<file path="src/rtl/frame_writer.sv">
// frame_writer: packs an 8-bit pixel stream into 16-bit words and writes whole frames into
// the back framebuffer bank, flipping display_bank on completion. FRAME_WRITER_CLEAR_EN adds back-bank zero-fill.

module frame_writer #(
  parameter int FRAME_WORDS = 16384
) (
  input  logic        clk,
  input  logic        rst,
  input  logic        start,
  input  logic        clear,
  input  logic        in_valid,
  input  logic [7:0]  in_data,
  input  logic        in_last,
  output logic        in_ready,
  output logic        mem_enable,
  output logic        mem_write_enable,
  output logic [14:0] mem_address,
  output logic [15:0] mem_data,
  output logic        busy,
  output logic        frame_done,
  output logic        display_bank
);

  localparam logic [2:0] S_IDLE  = 3'd0;
  localparam logic [2:0] S_FILL  = 3'd1;
  localparam logic [2:0] S_WRITE = 3'd2;
  localparam logic [2:0] S_FLIP  = 3'd3;
`ifdef FRAME_WRITER_CLEAR_EN
  localparam logic [2:0] S_CLEAR = 3'd4;
`endif

  localparam logic [13:0] LAST_IDX = 14'(FRAME_WORDS - 1);

  logic [2:0]  state_q, state_d;
  logic [13:0] idx_q, idx_d;
  logic        phase_q, phase_d;
  logic        ending_q, ending_d;
  logic [7:0]  hi_q, hi_d;
  logic [14:0] addr_q, addr_d;
  logic [15:0] data_q, data_d;
  logic        bank_q, bank_d;
  logic        en_q;

`ifndef FRAME_WRITER_CLEAR_EN
  logic unused_clear;
  assign unused_clear = clear;
`endif

  // The first byte of a pair waits in hi_q so mem_data only moves when a word is launched.
  always_comb begin
    state_d  = state_q;
    idx_d    = idx_q;
    phase_d  = phase_q;
    ending_d = ending_q;
    hi_d     = hi_q;
    addr_d   = addr_q;
    data_d   = data_q;
    bank_d   = bank_q;
    case (state_q)
      S_IDLE: begin
        if (start) begin
          state_d  = S_FILL;
          idx_d    = 14'd0;
          phase_d  = 1'b0;
          ending_d = 1'b0;
        end
`ifdef FRAME_WRITER_CLEAR_EN
        else if (clear) begin
          state_d = S_CLEAR;
          idx_d   = 14'd0;
          addr_d  = {~bank_q, 14'd0};
          data_d  = 16'h0000;
        end
`endif
      end
      S_FILL: begin
        if (in_valid) begin
          if (!phase_q) begin
            if (in_last) begin
              data_d   = {in_data, 8'h00};
              addr_d   = {~bank_q, idx_q};
              ending_d = 1'b1;
              state_d  = S_WRITE;
            end else begin
              hi_d    = in_data;
              phase_d = 1'b1;
            end
          end else begin
            data_d  = {hi_q, in_data};
            addr_d  = {~bank_q, idx_q};
            phase_d = 1'b0;
            if (in_last) begin
              ending_d = 1'b1;
            end
            state_d = S_WRITE;
          end
        end
      end
      S_WRITE: begin
        if (idx_q == LAST_IDX || ending_q) begin
          state_d = S_FLIP;
          bank_d  = ~bank_q;
        end else begin
          idx_d   = idx_q + 14'd1;
          state_d = S_FILL;
        end
      end
      S_FLIP: begin
        state_d = S_IDLE;
      end
`ifdef FRAME_WRITER_CLEAR_EN
      // Shares FLIP for the done pulse, but the bank is left alone.
      S_CLEAR: begin
        if (idx_q == LAST_IDX) begin
          state_d = S_FLIP;
        end else begin
          idx_d  = idx_q + 14'd1;
          addr_d = {~bank_q, idx_q + 14'd1};
        end
      end
`endif
      default: begin
        state_d = S_IDLE;
      end
    endcase
  end

  always_ff @(posedge clk or negedge rst) begin
    if (!rst) begin
      state_q  <= S_IDLE;
      idx_q    <= 14'd0;
      phase_q  <= 1'b0;
      ending_q <= 1'b0;
      hi_q     <= 8'h00;
      addr_q   <= 15'd0;
      data_q   <= 16'h0000;
      bank_q   <= 1'b0;
      en_q     <= 1'b0;
    end else begin
      state_q  <= state_d;
      idx_q    <= idx_d;
      phase_q  <= phase_d;
      ending_q <= ending_d;
      hi_q     <= hi_d;
      addr_q   <= addr_d;
      data_q   <= data_d;
      bank_q   <= bank_d;
      en_q     <= 1'b1;
    end
  end

  assign in_ready     = (state_q == S_FILL);
  assign busy         = (state_q != S_IDLE);
  assign frame_done   = (state_q == S_FLIP);
  assign mem_enable   = en_q;
  assign mem_address  = addr_q;
  assign mem_data     = data_q;
  assign display_bank = bank_q;

`ifdef FRAME_WRITER_CLEAR_EN
  assign mem_write_enable = (state_q == S_WRITE) || (state_q == S_CLEAR);
`else
  assign mem_write_enable = (state_q == S_WRITE);
`endif

endmodule

</file>
<file path="config.mk">
export PLATFORM = sky130hd
export DESIGN_NAME = frame_writer
export DESIGN_NICKNAME = d
export VERILOG_FILES = /design/src/rtl/frame_writer.sv
export SDC_FILE = /design/constraint.sdc
export NUM_CORES = 1
export LEC_CHECK = 0
export BUFFER_PORTS_ARGS = -buffer_cell sky130_fd_sc_hd__buf_4
export CORE_UTILIZATION = 45
export DETAILED_ROUTE_END_ITERATION = 6
export MAX_ROUTING_LAYER = met4
export PLACE_DENSITY = 0.68
export SLEW_MARGIN = 20
export SYNTH_ARGS = -nofsm -noshare
export SYNTH_HDL_FRONTEND = slang
export SYNTH_SLANG_ARGS = --single-unit
</file>
<file path="constraint.sdc">
create_clock -name clk -period 3.4 [get_ports clk]
set_input_delay 0.68 -clock clk [delete_from_list [all_inputs] [get_ports clk]]
set_output_delay 0.68 -clock clk [all_outputs]
set_load 0.05 [all_outputs]
</file>
# Word-level counts from Yosys, hierarchy flattened
# Index checks and enable logic that the tools add are counted.
# Widths: inputs -> output; s select.
# classes
addsub	1
n_eq_ne	9
muxes	21
bitwise	3
reduce_logical	13
# op_table
cell	n
$mux 16	2
$mux 15	2
$mux 14	2
$pmux 14 s2	1
$add 14x1->14 const B	1
$eq 14x14->1 const B	1
$mux 3	4
$reduce_and 3->1	4
$pmux 3 s3	1
$ne 2x2->1 const B	4
$reduce_and 4->1	2
$eq 3x2->1 const B	2
$mux 1	6
$reduce_bool 2->1	3
$pmux 1 s2	2
$eq 3x1->1 const B	1
$logic_not 3->1	1
$ne 3x2->1 const B	1
$not 1->1	3
$reduce_bool 3->1	1
$mux 2	1
$reduce_and 2->1	1
$logic_or 1x1->1	1
# totals
register_bits	60
inputBits	14
output_inout_bits	37
wordCells	56

# Logic depth before layout (Yosys ltp)
# logic_depth
ltp_word	4
ltp_mapped	6
mapped_depth_nobuf	5

# Worst setup path before layout
# OpenSTA, ideal clock, no wires.
# synth_timing
path_type	input-to-reg
from	input port in_valid
to	register addr_q[10], in the netlist mem_address[10]
setup_ps	125
t_arrival_ps	1848
required_ps	3275
path_slack_ps	1427
stages	5
path_buffers	2
cell_sequence	and3b_1 -> clkbuf_1 -> o21ai_1 -> buf_2 -> mux2_2
# synth_via
elab_chain_cells	1
# synth_rtl
element	line_no	source
start, declared	11	input logic in_valid,
$reduce_and 3->1 (no source line)	-	
end signal, assigned	145	addr_q <= addr_d;
end, declared	39	logic [14:0] addr_q, addr_d;
# No other way between the ends.
# A chain may end at the register's enable or synchronous reset.

# Worst setup path after layout
# layout_timing
from	register state_q[0]
to	register idx_q[10]
# layout_via
elab_chain_cells	3
elab_cells_between_ends	7
classes_between	eq/ne (3); mux (1); reduce/logical (3)
# layout_rtl
element	line_no	source
start, declared	34	logic [2:0] state_q, state_d;
start signal, assigned	140	state_q <= state_d;
$eq 3x2->1 / $logic_not 3->1 (equally long branches)	59	case (state_q)
$ne 2x2->1 (no source line) / $reduce_bool 2->1 (equally long branches)	-	
$reduce_and 3->1 (no source line)	-	
end signal, assigned	141	idx_q <= idx_d;
end, declared	35	logic [13:0] idx_q, idx_d;
# Several ways; a longest one is shown, not always the timed one.

==> impl_metrics.ini <==
[grt]
first_global_vias = 1897
global_route_usage_over_all_layers_pct = 19.7
grt_remaining_overflow = 0
grt_antenna_before_repair = 0
grt_first_pass_wirelength_um = 8880
grt_max_degree = 60

[synth]
synth-edff-count = 0
syn-mean-instance-area_um2 = 11.3
dominantRegCellSynth = sky130_fd_sc_hd__dfrtp_1
synthesis.yosys.warnings = 0
ys_seq_elements = 59
synth.distinct_cells = 41
synthesis.instances = 226
synth_top_area_share_pct = 57.7
mappedNetlistArea_mm2 = 0.00256
synth_nets = 241
synth.largest_area_cell = sky130_fd_sc_hd__dfrtp_1
yosys.cell_count.top_type = sky130_fd_sc_hd__dfrtp_1
netlist_top_cells_count = sky130_fd_sc_hd__dfrtp_1 (59), sky130_fd_sc_hd__nand2_1 (26), sky130_fd_sc_hd__mux2_2 (18), sky130_fd_sc_hd__o21ai_0 (18), sky130_fd_sc_hd__a31oi_1 (13)
netlist_top_cells_area = sky130_fd_sc_hd__dfrtp_1 (58%), sky130_fd_sc_hd__mux2_2 (7.9%), sky130_fd_sc_hd__nand2_1 (3.8%)
ys_seq_area_share_pct = 57.7
synth-async-reset-ratio_pct = 100

[sta]
drv_slew = 0
fin_setup_tns_ns = 0
maxSlewHeadroom_pct = 36.3
final_period_minus_worst_setup_slack_ns = 2.32
tightest_slew_ns = 0.949
timing.final.hold_violations = 0
max_freq_ghz = 0.431
timing.final.crit_share_pct = 68.2
setup_repair_after_global_routing_missed_its_margin = no
setup_viol_count_final = 0
timing.clock.skew_ns = 0.00619

[floorplanning]
initial_utilization_pct = 46.5
num_io_pins = 51
core_region_area_mm2 = 0.00551
cell_rows = 27
die-area_mm2 = 0.00599
chipHeight_um = 77.4
chipWidth_um = 77.4

[power_and_ir_drop]
p_leak_nw = 1.50
irDropWorstVdd_uv = 681
totalPowerFinal_mw = 3.03
power.density_cell_area_mw_per_mm2 = 955

[detailed_routing]
vias = 1919
drc_errors_left = 0
viasPerCell = 5.44
wl_cell_um = 15.0
antenna_violating_nets_post_route = 0
drt-initial-drc-count = 126
detailedRoute.firstPassIterationCount = 4
finalWirelength_um = 5280

[clock_tree]
cts.hold.buffers_added = 0
clock_buffer_count_from_cts = 9
cts_tree = done
cts_sinks = 59
cts_setup_buffers = 0
cts.path.max_buffers = 2
clock_latency_ns = 0.33
h-tree-depth = 3
clkTransAtPathRegs_ns = 0.07
cts-resized-gates = 0
cts-root-buf = sky130_fd_sc_hd__clkbuf_8

[worst_setup_path]
path_common_cell = sky130_fd_sc_hd__nand2b_1
worst_ep_required_time_ns = 3.56
max_stage_delay_ns = 0.79
endpoint = idx_q[10]
setup.reg_to_reg.worst_slack_ns = 1.08
worst_path_max_delay_cell = sky130_fd_sc_hd__o21ai_1
cp-start-kind = flip-flop
cp-end-kind = flip-flop
startpoint = state_q[0]
classification_of_the_worst_setup_path = flip-flop to flip-flop
cp_data_arrival_time_ns = 2.48
r2r_path_end = idx_q[10]
critical_path.cell_chain = nand2b_1, inv_1, nand2b_1, o21ai_1, a31oi_1
timing.reg2reg.worst_path_depth = 5
critical_path.reg2reg.startpoint = state_q[0]
worstPathMaxFanout = 13

[cells_and_area]
nFillCells = 498
antennaDiodeCount = 0
post_route_cells_drive_above_1_share_pct = 32.4
nets = 291
post_route_cell_area_mm2 = 0.00317
multiInputGateArea_mm2 = 0.00102
post_synthesis_to_final_layout_area_growth_pct = 23.9
register_area_mm2 = 0.00148

[job]
maxCapViolCount = 0

[placement]
gpl.final_weighted_congestion = 0.795
numPortBuffers = 49
dp_hpwl_um = 3450
post_dp_cell_area_mm2 = 0.00299

[min_path]
worst_hold_path_type = input pin to asynchronous set/reset pin

[status]
outcome = completed
-- per-stage QoR --
step / cells / utilization (%) / hold WS, ns / setup slack (ns)
CTS: 353 / 57.6 / 0.430 / 1.10
finish: 353 / 57.6 / 0.416 / 1.08
global placement: 337 / 54.3 / 0.463 / 1.12
global route: 353 / 57.6 / 0.464 / 0.868
floorplan: 226 / - / 0.384 / 1.43
detailed placement: 337 / 54.3 / 0.471 / 1.11
-- registers in the layout, summed over array words and instances, names as in the netlist --
register	count
hi_q	8
display_bank	1
mem_address	15
state_q	2
ending_q	1
mem_data	16
mem_enable	1
idx_q	14
phase_q	1
-- per-layer routing --
metal | track usage, % | part of all wire [%] | vias to the layer above
met1 | 24.7 | 46 | 945
met4 | 7.55 | 1.3 | 0
met3 | 5.53 | 4.8 | 7
met2 | 30.3 | 48 | 50
li1 | - | - | 917
met5 | - | 0 | -
-- cell usage in the layout, fill, tap and decap left out, types with 5 or more instances in the layout --
cell / instances
sky130_fd_sc_hd__dfrtp_1: 59
sky130_fd_sc_hd__buf_4: 50
sky130_fd_sc_hd__nand2_1: 26
sky130_fd_sc_hd__o21ai_0: 18
sky130_fd_sc_hd__mux2_2: 18
sky130_fd_sc_hd__a31oi_1: 13
sky130_fd_sc_hd__clkbuf_8: 10
sky130_fd_sc_hd__nor2_1: 9
sky130_fd_sc_hd__mux2i_1: 9
sky130_fd_sc_hd__a22o_1: 8
sky130_fd_sc_hd__inv_1: 7
sky130_fd_sc_hd__o211ai_1: 5
-- area by class of cell --
cell class,count,area share [%]
flip-flops and latches,59,46.6
well taps,72,2.84
repair buffers,50,11.8
clock buffers,10,4.34
multi-input cells,149,32.3
inverters,7,0.829
clock inverters,6,1.30
-- power breakdown --
part           internal, mW  leakage [nW]  total (mW)  switching, mW
Combinational         0.440         0.640        1.30          0.856
Clock                 0.282        0.0843       0.565          0.283
Sequential            0.948         0.773        1.17          0.219
-- worst max-delay path: cells and delay by family (launching register included) --
kind,cells,cell delay [ns]
flip-flops,1,0.42
AO/OA/AOI/OAI,2,0.97
AND/OR/NAND/NOR,2,0.42
buffers and inverters,1,0.34
-- cell families (layout without fill, tap and decap cells) --
logic type,count (synthesis),after routing,share of synthesized area [%]
other cells,1,1,0.146
xor+xnor,1,1,0.342
simple gates,61,61,12.3
mux,27,27,11.4
compound gates,58,58,14.9
buf+inv,18,73,2.79
fa+ha+maj,1,1,0.489
flops,59,59,57.7
-- how the worst min path moves through the flow --
| stage | end | slack [ns] | cells past startpoint |
|---|---|---|---|
| after detailed placement | mem_address[5] | 0.47 | 2 |
| final | mem_address[2] | 0.42 | 1 |
| after CTS | mem_address[3] | 0.43 | 1 |
| after floorplan | display_bank | 0.38 | 0 |
| after global routing | mem_address[3] | 0.46 | 1 |
| after global placement | mem_address[13] | 0.46 | 2 |
(Power assumes the default switching activity.)
